**src/rtl/w5300_pkg.sv**
```systemverilog
// Shared W5300 bring-up constants: register map, sequencer state encoding,
// error codes and the init-table entry layout.
package w5300_pkg;

    localparam logic [9:0] ADDR_MR   = 10'h000;
    localparam logic [9:0] ADDR_IR   = 10'h002;
    localparam logic [9:0] ADDR_IMR  = 10'h004;
    localparam logic [9:0] ADDR_SHAR = 10'h008;
    localparam logic [9:0] ADDR_GAR  = 10'h010;
    localparam logic [9:0] ADDR_SUBR = 10'h014;
    localparam logic [9:0] ADDR_SIPR = 10'h018;

    // Writes occupy steps 0..10, verify reads steps 11..19.
    localparam int N_WRITES = 11;
    localparam int N_READS  = 9;
    localparam int N_STEPS  = N_WRITES + N_READS;
    localparam int STEP_W   = 5;

    typedef enum logic [2:0] {
        ST_IDLE,
        ST_RST_LOW,
        ST_RST_WAIT,
        ST_WRITE,
        ST_GAP,
        ST_VERIFY,
        ST_DONE,
        ST_ERROR
    } state_t;

    typedef enum logic [1:0] {
        ERR_NONE    = 2'd0,
        ERR_TIMEOUT = 2'd1,
        ERR_VERIFY  = 2'd2
    } err_code_t;

    typedef struct packed {
        logic        wr;
        logic [9:0]  addr;
        logic [15:0] data;
        logic [15:0] expected;
    } rom_entry_t;

    function automatic int max3(input int a, input int b, input int c);
        int m;
        m = (a > b) ? a : b;
        return (m > c) ? m : c;
    endfunction

endpackage

```
**src/rtl/w5300_init_rom.sv**
```systemverilog
// Combinational init table: step index -> bus access (write pass, then verify reads).
module w5300_init_rom
    import w5300_pkg::*;
#(
    parameter logic [15:0] MR_VALUE  = 16'hB800,
    parameter logic [47:0] MAC_ADDR  = 48'h0008DC010203,
    parameter logic [31:0] GW_ADDR   = 32'hC0A80101,
    parameter logic [31:0] SUB_MASK  = 32'hFFFFFF00,
    parameter logic [31:0] IP_ADDR   = 32'hC0A8010A,
    parameter logic [15:0] IMR_VALUE = 16'h0000
) (
    input  logic [STEP_W-1:0] idx,
    output rom_entry_t        entry
);

    function automatic rom_entry_t wr_e(input logic [9:0] a, input logic [15:0] d);
        return {1'b1, a, d, d};
    endfunction

    function automatic rom_entry_t rd_e(input logic [9:0] a, input logic [15:0] d);
        return {1'b0, a, 16'h0000, d};
    endfunction

    always_comb begin
        entry = '0;
        case (idx)
            5'd0:  entry = wr_e(ADDR_MR,           MR_VALUE);
            5'd1:  entry = wr_e(ADDR_SHAR,         MAC_ADDR[47:32]);
            5'd2:  entry = wr_e(ADDR_SHAR + 10'd2, MAC_ADDR[31:16]);
            5'd3:  entry = wr_e(ADDR_SHAR + 10'd4, MAC_ADDR[15:0]);
            5'd4:  entry = wr_e(ADDR_GAR,          GW_ADDR[31:16]);
            5'd5:  entry = wr_e(ADDR_GAR + 10'd2,  GW_ADDR[15:0]);
            5'd6:  entry = wr_e(ADDR_SUBR,         SUB_MASK[31:16]);
            5'd7:  entry = wr_e(ADDR_SUBR + 10'd2, SUB_MASK[15:0]);
            5'd8:  entry = wr_e(ADDR_SIPR,         IP_ADDR[31:16]);
            5'd9:  entry = wr_e(ADDR_SIPR + 10'd2, IP_ADDR[15:0]);
            5'd10: entry = wr_e(ADDR_IMR,          IMR_VALUE);
            // Verify reads cover the network registers in write order.
            5'd11: entry = rd_e(ADDR_SHAR,         MAC_ADDR[47:32]);
            5'd12: entry = rd_e(ADDR_SHAR + 10'd2, MAC_ADDR[31:16]);
            5'd13: entry = rd_e(ADDR_SHAR + 10'd4, MAC_ADDR[15:0]);
            5'd14: entry = rd_e(ADDR_GAR,          GW_ADDR[31:16]);
            5'd15: entry = rd_e(ADDR_GAR + 10'd2,  GW_ADDR[15:0]);
            5'd16: entry = rd_e(ADDR_SUBR,         SUB_MASK[31:16]);
            5'd17: entry = rd_e(ADDR_SUBR + 10'd2, SUB_MASK[15:0]);
            5'd18: entry = rd_e(ADDR_SIPR,         IP_ADDR[31:16]);
            5'd19: entry = rd_e(ADDR_SIPR + 10'd2, IP_ADDR[15:0]);
            default: entry = '0;
        endcase
    end

endmodule

```
**src/rtl/w5300_init_ctrl.sv**
```systemverilog
// W5300 bring-up sequencer: chip reset, PLL wait, register writes, read-back
// verify with retries, and ready/err reporting toward top-level control.
module w5300_init_ctrl
    import w5300_pkg::*;
#(
    parameter int          RST_LOW_CYC  = 500,
    parameter int          RST_WAIT_CYC = 1_000_000,
    parameter int          ACK_TIMEOUT  = 255,
    parameter int          MAX_RETRY    = 3,
    parameter logic [15:0] MR_VALUE     = 16'hB800,
    parameter logic [47:0] MAC_ADDR     = 48'h0008DC010203,
    parameter logic [31:0] GW_ADDR      = 32'hC0A80101,
    parameter logic [31:0] SUB_MASK     = 32'hFFFFFF00,
    parameter logic [31:0] IP_ADDR      = 32'hC0A8010A,
    parameter logic [15:0] IMR_VALUE    = 16'h0000
) (
    input  logic        clk,
    input  logic        rst_n,
    input  logic        start,
    output logic        wrst_n,
    output logic        req,
    output logic        req_wr,
    output logic [9:0]  req_addr,
    output logic [15:0] req_wdata,
    input  logic        ack,
    input  logic [15:0] rdata,
    output logic        busy,
    output logic        ready,
    output logic        err,
    output logic [1:0]  err_code
);

    localparam int T_MAX = max3(RST_LOW_CYC, RST_WAIT_CYC, ACK_TIMEOUT);
    localparam int TW    = $clog2(T_MAX + 1);
    localparam int RW    = $clog2(MAX_RETRY + 1);

    state_t              state, state_nx;
    logic [TW-1:0]       timer;
    logic [STEP_W-1:0]   idx, idx_nx;
    logic [RW-1:0]       retry, retry_nx;
    err_code_t           code, code_nx;
    logic                boot_pend;
    rom_entry_t          entry;

    w5300_init_rom #(
        .MR_VALUE  (MR_VALUE),
        .MAC_ADDR  (MAC_ADDR),
        .GW_ADDR   (GW_ADDR),
        .SUB_MASK  (SUB_MASK),
        .IP_ADDR   (IP_ADDR),
        .IMR_VALUE (IMR_VALUE)
    ) u_rom (
        .idx   (idx),
        .entry (entry)
    );

    // boot_pend lets the first cycle out of reset launch the chip reset without start.
    always_ff @(posedge clk) begin
        if (!rst_n) begin
            state     <= ST_IDLE;
            timer     <= '0;
            idx       <= '0;
            retry     <= '0;
            code      <= ERR_NONE;
            boot_pend <= 1'b1;
        end else begin
            state     <= state_nx;
            idx       <= idx_nx;
            retry     <= retry_nx;
            code      <= code_nx;
            boot_pend <= 1'b0;
            if (state_nx != state)
                timer <= '0;
            else if (timer != TW'(T_MAX))
                timer <= timer + TW'(1);
        end
    end

    always_comb begin
        state_nx = state;
        idx_nx   = idx;
        retry_nx = retry;
        code_nx  = code;
        wrst_n   = 1'b1;
        req      = 1'b0;
        busy     = 1'b0;
        ready    = 1'b0;
        err      = 1'b0;
        case (state)
            ST_IDLE: begin
                wrst_n = 1'b0;
                if (start || boot_pend)
                    state_nx = ST_RST_LOW;
            end
            ST_RST_LOW: begin
                wrst_n = 1'b0;
                busy   = 1'b1;
                if (timer == TW'(RST_LOW_CYC - 1))
                    state_nx = ST_RST_WAIT;
            end
            ST_RST_WAIT: begin
                busy = 1'b1;
                if (timer == TW'(RST_WAIT_CYC - 1)) begin
                    state_nx = ST_WRITE;
                    idx_nx   = '0;
                    retry_nx = '0;
                end
            end
            ST_WRITE, ST_VERIFY: begin
                busy = 1'b1;
                req  = 1'b1;
                // An ack in the final allowed cycle still counts as completion.
                if (ack) begin
                    if (state == ST_VERIFY && rdata != entry.expected) begin
                        if (retry < RW'(MAX_RETRY - 1)) begin
                            retry_nx = retry + RW'(1);
                            idx_nx   = '0;
                            state_nx = ST_GAP;
                        end else begin
                            code_nx  = ERR_VERIFY;
                            state_nx = ST_ERROR;
                        end
                    end else if (idx == STEP_W'(N_STEPS - 1)) begin
                        state_nx = ST_DONE;
                    end else begin
                        idx_nx   = idx + STEP_W'(1);
                        state_nx = ST_GAP;
                    end
                end else if (timer == TW'(ACK_TIMEOUT - 1)) begin
                    code_nx  = ERR_TIMEOUT;
                    state_nx = ST_ERROR;
                end
            end
            ST_GAP: begin
                busy     = 1'b1;
                state_nx = entry.wr ? ST_WRITE : ST_VERIFY;
            end
            ST_DONE: begin
                ready = 1'b1;
                if (start)
                    state_nx = ST_RST_LOW;
            end
            ST_ERROR: begin
                err = 1'b1;
                if (start) begin
                    code_nx  = ERR_NONE;
                    state_nx = ST_RST_LOW;
                end
            end
            default: state_nx = ST_IDLE;
        endcase
    end

    assign req_wr    = req & entry.wr;
    assign req_addr  = req ? entry.addr : 10'd0;
    assign req_wdata = (req && entry.wr) ? entry.data : 16'h0000;
    assign err_code  = err ? code : ERR_NONE;

endmodule

```
**config.mk**
```make
export PLATFORM = sky130hd
export DESIGN_NAME = w5300_init_ctrl
export DESIGN_NICKNAME = d
export VERILOG_FILES = /design/src/rtl/w5300_pkg.sv /design/src/rtl/w5300_init_rom.sv /design/src/rtl/w5300_init_ctrl.sv
export SDC_FILE = /design/constraint.sdc
export NUM_CORES = 1
export LEC_CHECK = 0
export CORE_MARGIN = 10
export CORE_UTILIZATION = 57
export CTS_BUF_LIST = sky130_fd_sc_hd__clkbuf_8
export CTS_CLUSTER_DIAMETER = 100
export CTS_CLUSTER_SIZE = 10
export DETAILED_ROUTE_END_ITERATION = 10
export GPL_TIMING_DRIVEN = 0
export PLACE_DENSITY_LB_ADDON = 0.05
export SLEW_MARGIN = 25
export SYNTH_ARGS = -nofsm -noshare
export SYNTH_HDL_FRONTEND = slang
export SYNTH_SLANG_ARGS = --single-unit
```
**constraint.sdc**
```tcl
create_clock -name clk -period 8.2 [get_ports clk]
set_input_delay 1.64 -clock clk [delete_from_list [all_inputs] [get_ports clk]]
set_output_delay 1.64 -clock clk [all_outputs]
set_load 0.005 [all_outputs]
```
==> results.md <==
- Reg clk slew, reported paths: 0.07 ns
- Initial drt markers: 424
- Initial antenna violation count: 0
- Crit share post-route: 0.670
- Worst IR Drop VDD: 0.114 mV
- Number of global-route vias before repair: 3439
- Max cap viols: 0
- DRC: 0
- Worst-margin pin slew: 0.821 ns
- Post-layout min period: 5.49 ns
- Crit Path Max Fanout: 10
- Critical Path Sink: u_rom.entry[3]
- Run status: finished clean
- Design area: 4530 sq um
- Total negative slack: 0 ns
- Crit path launch: rdata[11]
- DP HPWL: 7970 microns
- Reg2reg start: timer[1]
- CTS tree: yes
- Leak: 1.73 nW
- Hold buffers post-CTS: 0
- First-pass DRT Iterations: 5
- Final Hold Fails: 0
- Worst skew pair latency: 0.35 ns
- WP buf/inv: 6
- Synthesized flop and latch total: 62
- I/O Buffers: 46
- CP Depth: 16
- Final net count: 551
- Pwr dens: 142 nW/um^2
- Max Slew Vio Count: 0
- Critical Path End Type: flop
- WP data required: 8.43 ns
- Area leader, netlist: dfxtp_1
- Routed vias: 3629
- Mapped Area: 3730 sq um
- Slew HR: 0.449
- Yosys Warn Count: 0
- GRT overflow: 0
- PnR Total Power: 0.000643 W
- Arr. time, crit path: 5.72 ns
- Wirelength per Cell: 17.6 microns
- Post-CTS Repair Setup Buffers: 0
- Post-route ant nets: 0
- Die Width: 101 microns
- Layout area overhead: 21.4%
- Placement row count: 29
- Critical path launch point type: primary input
- Final setup fails: 0
- Num CTS Buffers: 9
- First-pass GRT wire length: 17100 microns
- Capturing point of the worst reg2reg path: u_rom.entry[3]
- Fillers: 542
- Crit-path cells: clkdlybuf4s50_1 > or3_1 > a211oi_2 > and4_1 > buf_6 > o21ai_4 > buf_4 > o21ai_0 > a21oi_1 > inv_1 > ha_1 > clkbuf_1 > inv_1 > nor3_1 > o21ai_0 > a22oi_1
- R2r worst-path depth: 15
- R2r setup slk: 3.84 ns
- Placed Area: 4310 sq um
- Crit path largest cell delay: 0.41 ns
- Area share of the largest cell type after synthesis: 0.333
- HP Class: flop to flop
- Post-synth top flop: dfxtp_1
- Worst Setup Path Type: primary input to flop
- Initial Utilization: 0.588
- Post-Syn Area per Cell: 8.18 sq um
- Die ar.: 10200 sq um
- Worst Clk Skew: 0.0104 ns
- Ranking of synthesized cells by area: dfxtp_1 33%, nor2_1 4.9%, xor2_1 4.5%, ha_1 4.4%, a21oi_1 4.0%
- Chip Height: 101 microns
- CTS resizes: 0
- Asr flop ratio synth: 0
- Count leader, synth: dfxtp_1
- Clk sinks: 62
- Drt via density: 6.05
- Mapped Cells: 456
- Detailed Route WL: 10600 microns
- Area of the multi-input gates: 2240 sq um
- Delay-heaviest family, CP: buffers and inverters
- Fmax: 0.182 GHz
- Largest net degree at the start of global routing: 12
- Synth cell count leaders: 62 x dfxtp_1, 49 x nor2_1, 30 x a21oi_1
- CTS Buffer Depth: 2
- # diodes: 0
- Root Driver: clkbuf_8
- RSZ-0062 raised after global routing: no
- Layout Utilization: 0.714
- Share of layout cells above drive strength 1: 0.0994
- Routability-driven placement congestion ratio: 0.942
- Seq/Total Area, Yosys: 0.333
- H-tree lvl count: 3
- Slowest-stage cell, CP: clkdlybuf4s50_1
- Cell variety after synth: 71
- Min Hold Slack: 0.470 ns
- Post-synth EDFFs: 0
- Register area: 1240 sq um
- Total track usage: 0.207
- Core Box Area: 6350 sq um
- # IOs: 54
==> worst min path at each step <==
| stage | start | to | depth (start not counted) | slack, ns |
|---|---|---|---|---|
| final | code[1] | code[1] | 2 | 0.47 |
| after global routing | retry[0] | retry[0] | 1 | 0.48 |
| after CTS | code[1] | code[1] | 2 | 0.47 |
| after detailed placement | code[1] | code[1] | 2 | 0.46 |
| after global placement | code[1] | code[1] | 2 | 0.45 |
| after floorplan | code[1] | code[1] | 2 | 0.43 |
==> placed cells by master, fill, tap and decap left out, types with 5 or more instances in the layout <==
cell	netlist	routed
conb_1	1	6
nand3_1	25	25
o21ai_0	20	19
nor2_1	49	49
clkbuf_1	14	14
xor2_1	19	19
inv_1	19	20
and4_1	5	5
xnor2_1	9	9
clkdlybuf4s50_1	0	46
buf_4	11	11
clkbuf_8	0	10
and2_1	9	9
a31oi_1	10	10
and3_1	15	15
nand2_1	21	21
dfxtp_1	62	62
buf_2	6	6
nor3_1	13	13
ha_1	13	13
o21a_1	5	5
nand4_1	10	10
nor4_1	7	7
a21oi_1	30	30
==> cells by family (layout without fill, tap and decap cells) <==
family          after synthesis  in the layout  synth area share
simple gates                174            174             0.248
compound gates              120            120             0.227
flops                        62             62             0.333
buf+inv                      54            116            0.0714
xor+xnor                     28             28            0.0657
fa+ha+maj                    13             13            0.0436
mux                           4              4            0.0107
other cells                   1              6           0.00100
==> worst min-delay path, cell delays in order, from the launching register on <==
cell and delay [ns]:
dfxtp_1 0.32, nand2_1 0.05, a21oi_1 0.05
==> routing by layer <==
| metal | up-vias | wire length, microns | part of all wire | track usage |
|---|---|---|---|---|
| li1 | 1772 | - | - | - |
| met1 | 1673 | 4630 | 0.44 | 0.271 |
| met2 | 168 | 4750 | 0.45 | 0.318 |
| met3 | 16 | 998 | 0.095 | 0.0514 |
| met4 | 0 | 174 | 0.016 | 0.0825 |
| met5 | - | 0 | 0 | 0 |
==> sequential cells by signal (all words and copies together), names as in the netlist <==
| register | cells |
|---|---|
| code | 2 |
| boot_pend | 1 |
| idx | 5 |
| state | 3 |
| retry | 2 |
| u_rom.entry | 29 |
| timer | 20 |
==> layout make-up <==
type,instances,area share
Clock inverter,6,0.0191
Timing Repair Buffer,46,0.102
Multi-Input combinational cell,345,0.495
Inverter,21,0.0174
Tap cell,77,0.0213
Buffer,33,0.0414
Clock buffer,10,0.0304
Sequential cell,62,0.274
==> power breakdown <==
group / total (W) / internal, W / switching, W
Sequential: 0.000304 / 0.000302 / 0.00000154
Clock: 0.000308 / 0.000179 / 0.000129
Combinational: 0.0000312 / 0.0000154 / 0.0000158
==> stage by stage <==
step | std cells | worst slack [ns]
2_1_floorplan | 461 | 3.59
3_3_place_gp | 584 | 2.32
3_5_place_dp | 584 | 2.41
4_1_cts | 600 | 2.77
5_1_grt | 600 | 2.48
6_report | 600 | 2.71
(Power assumes the default switching activity.)
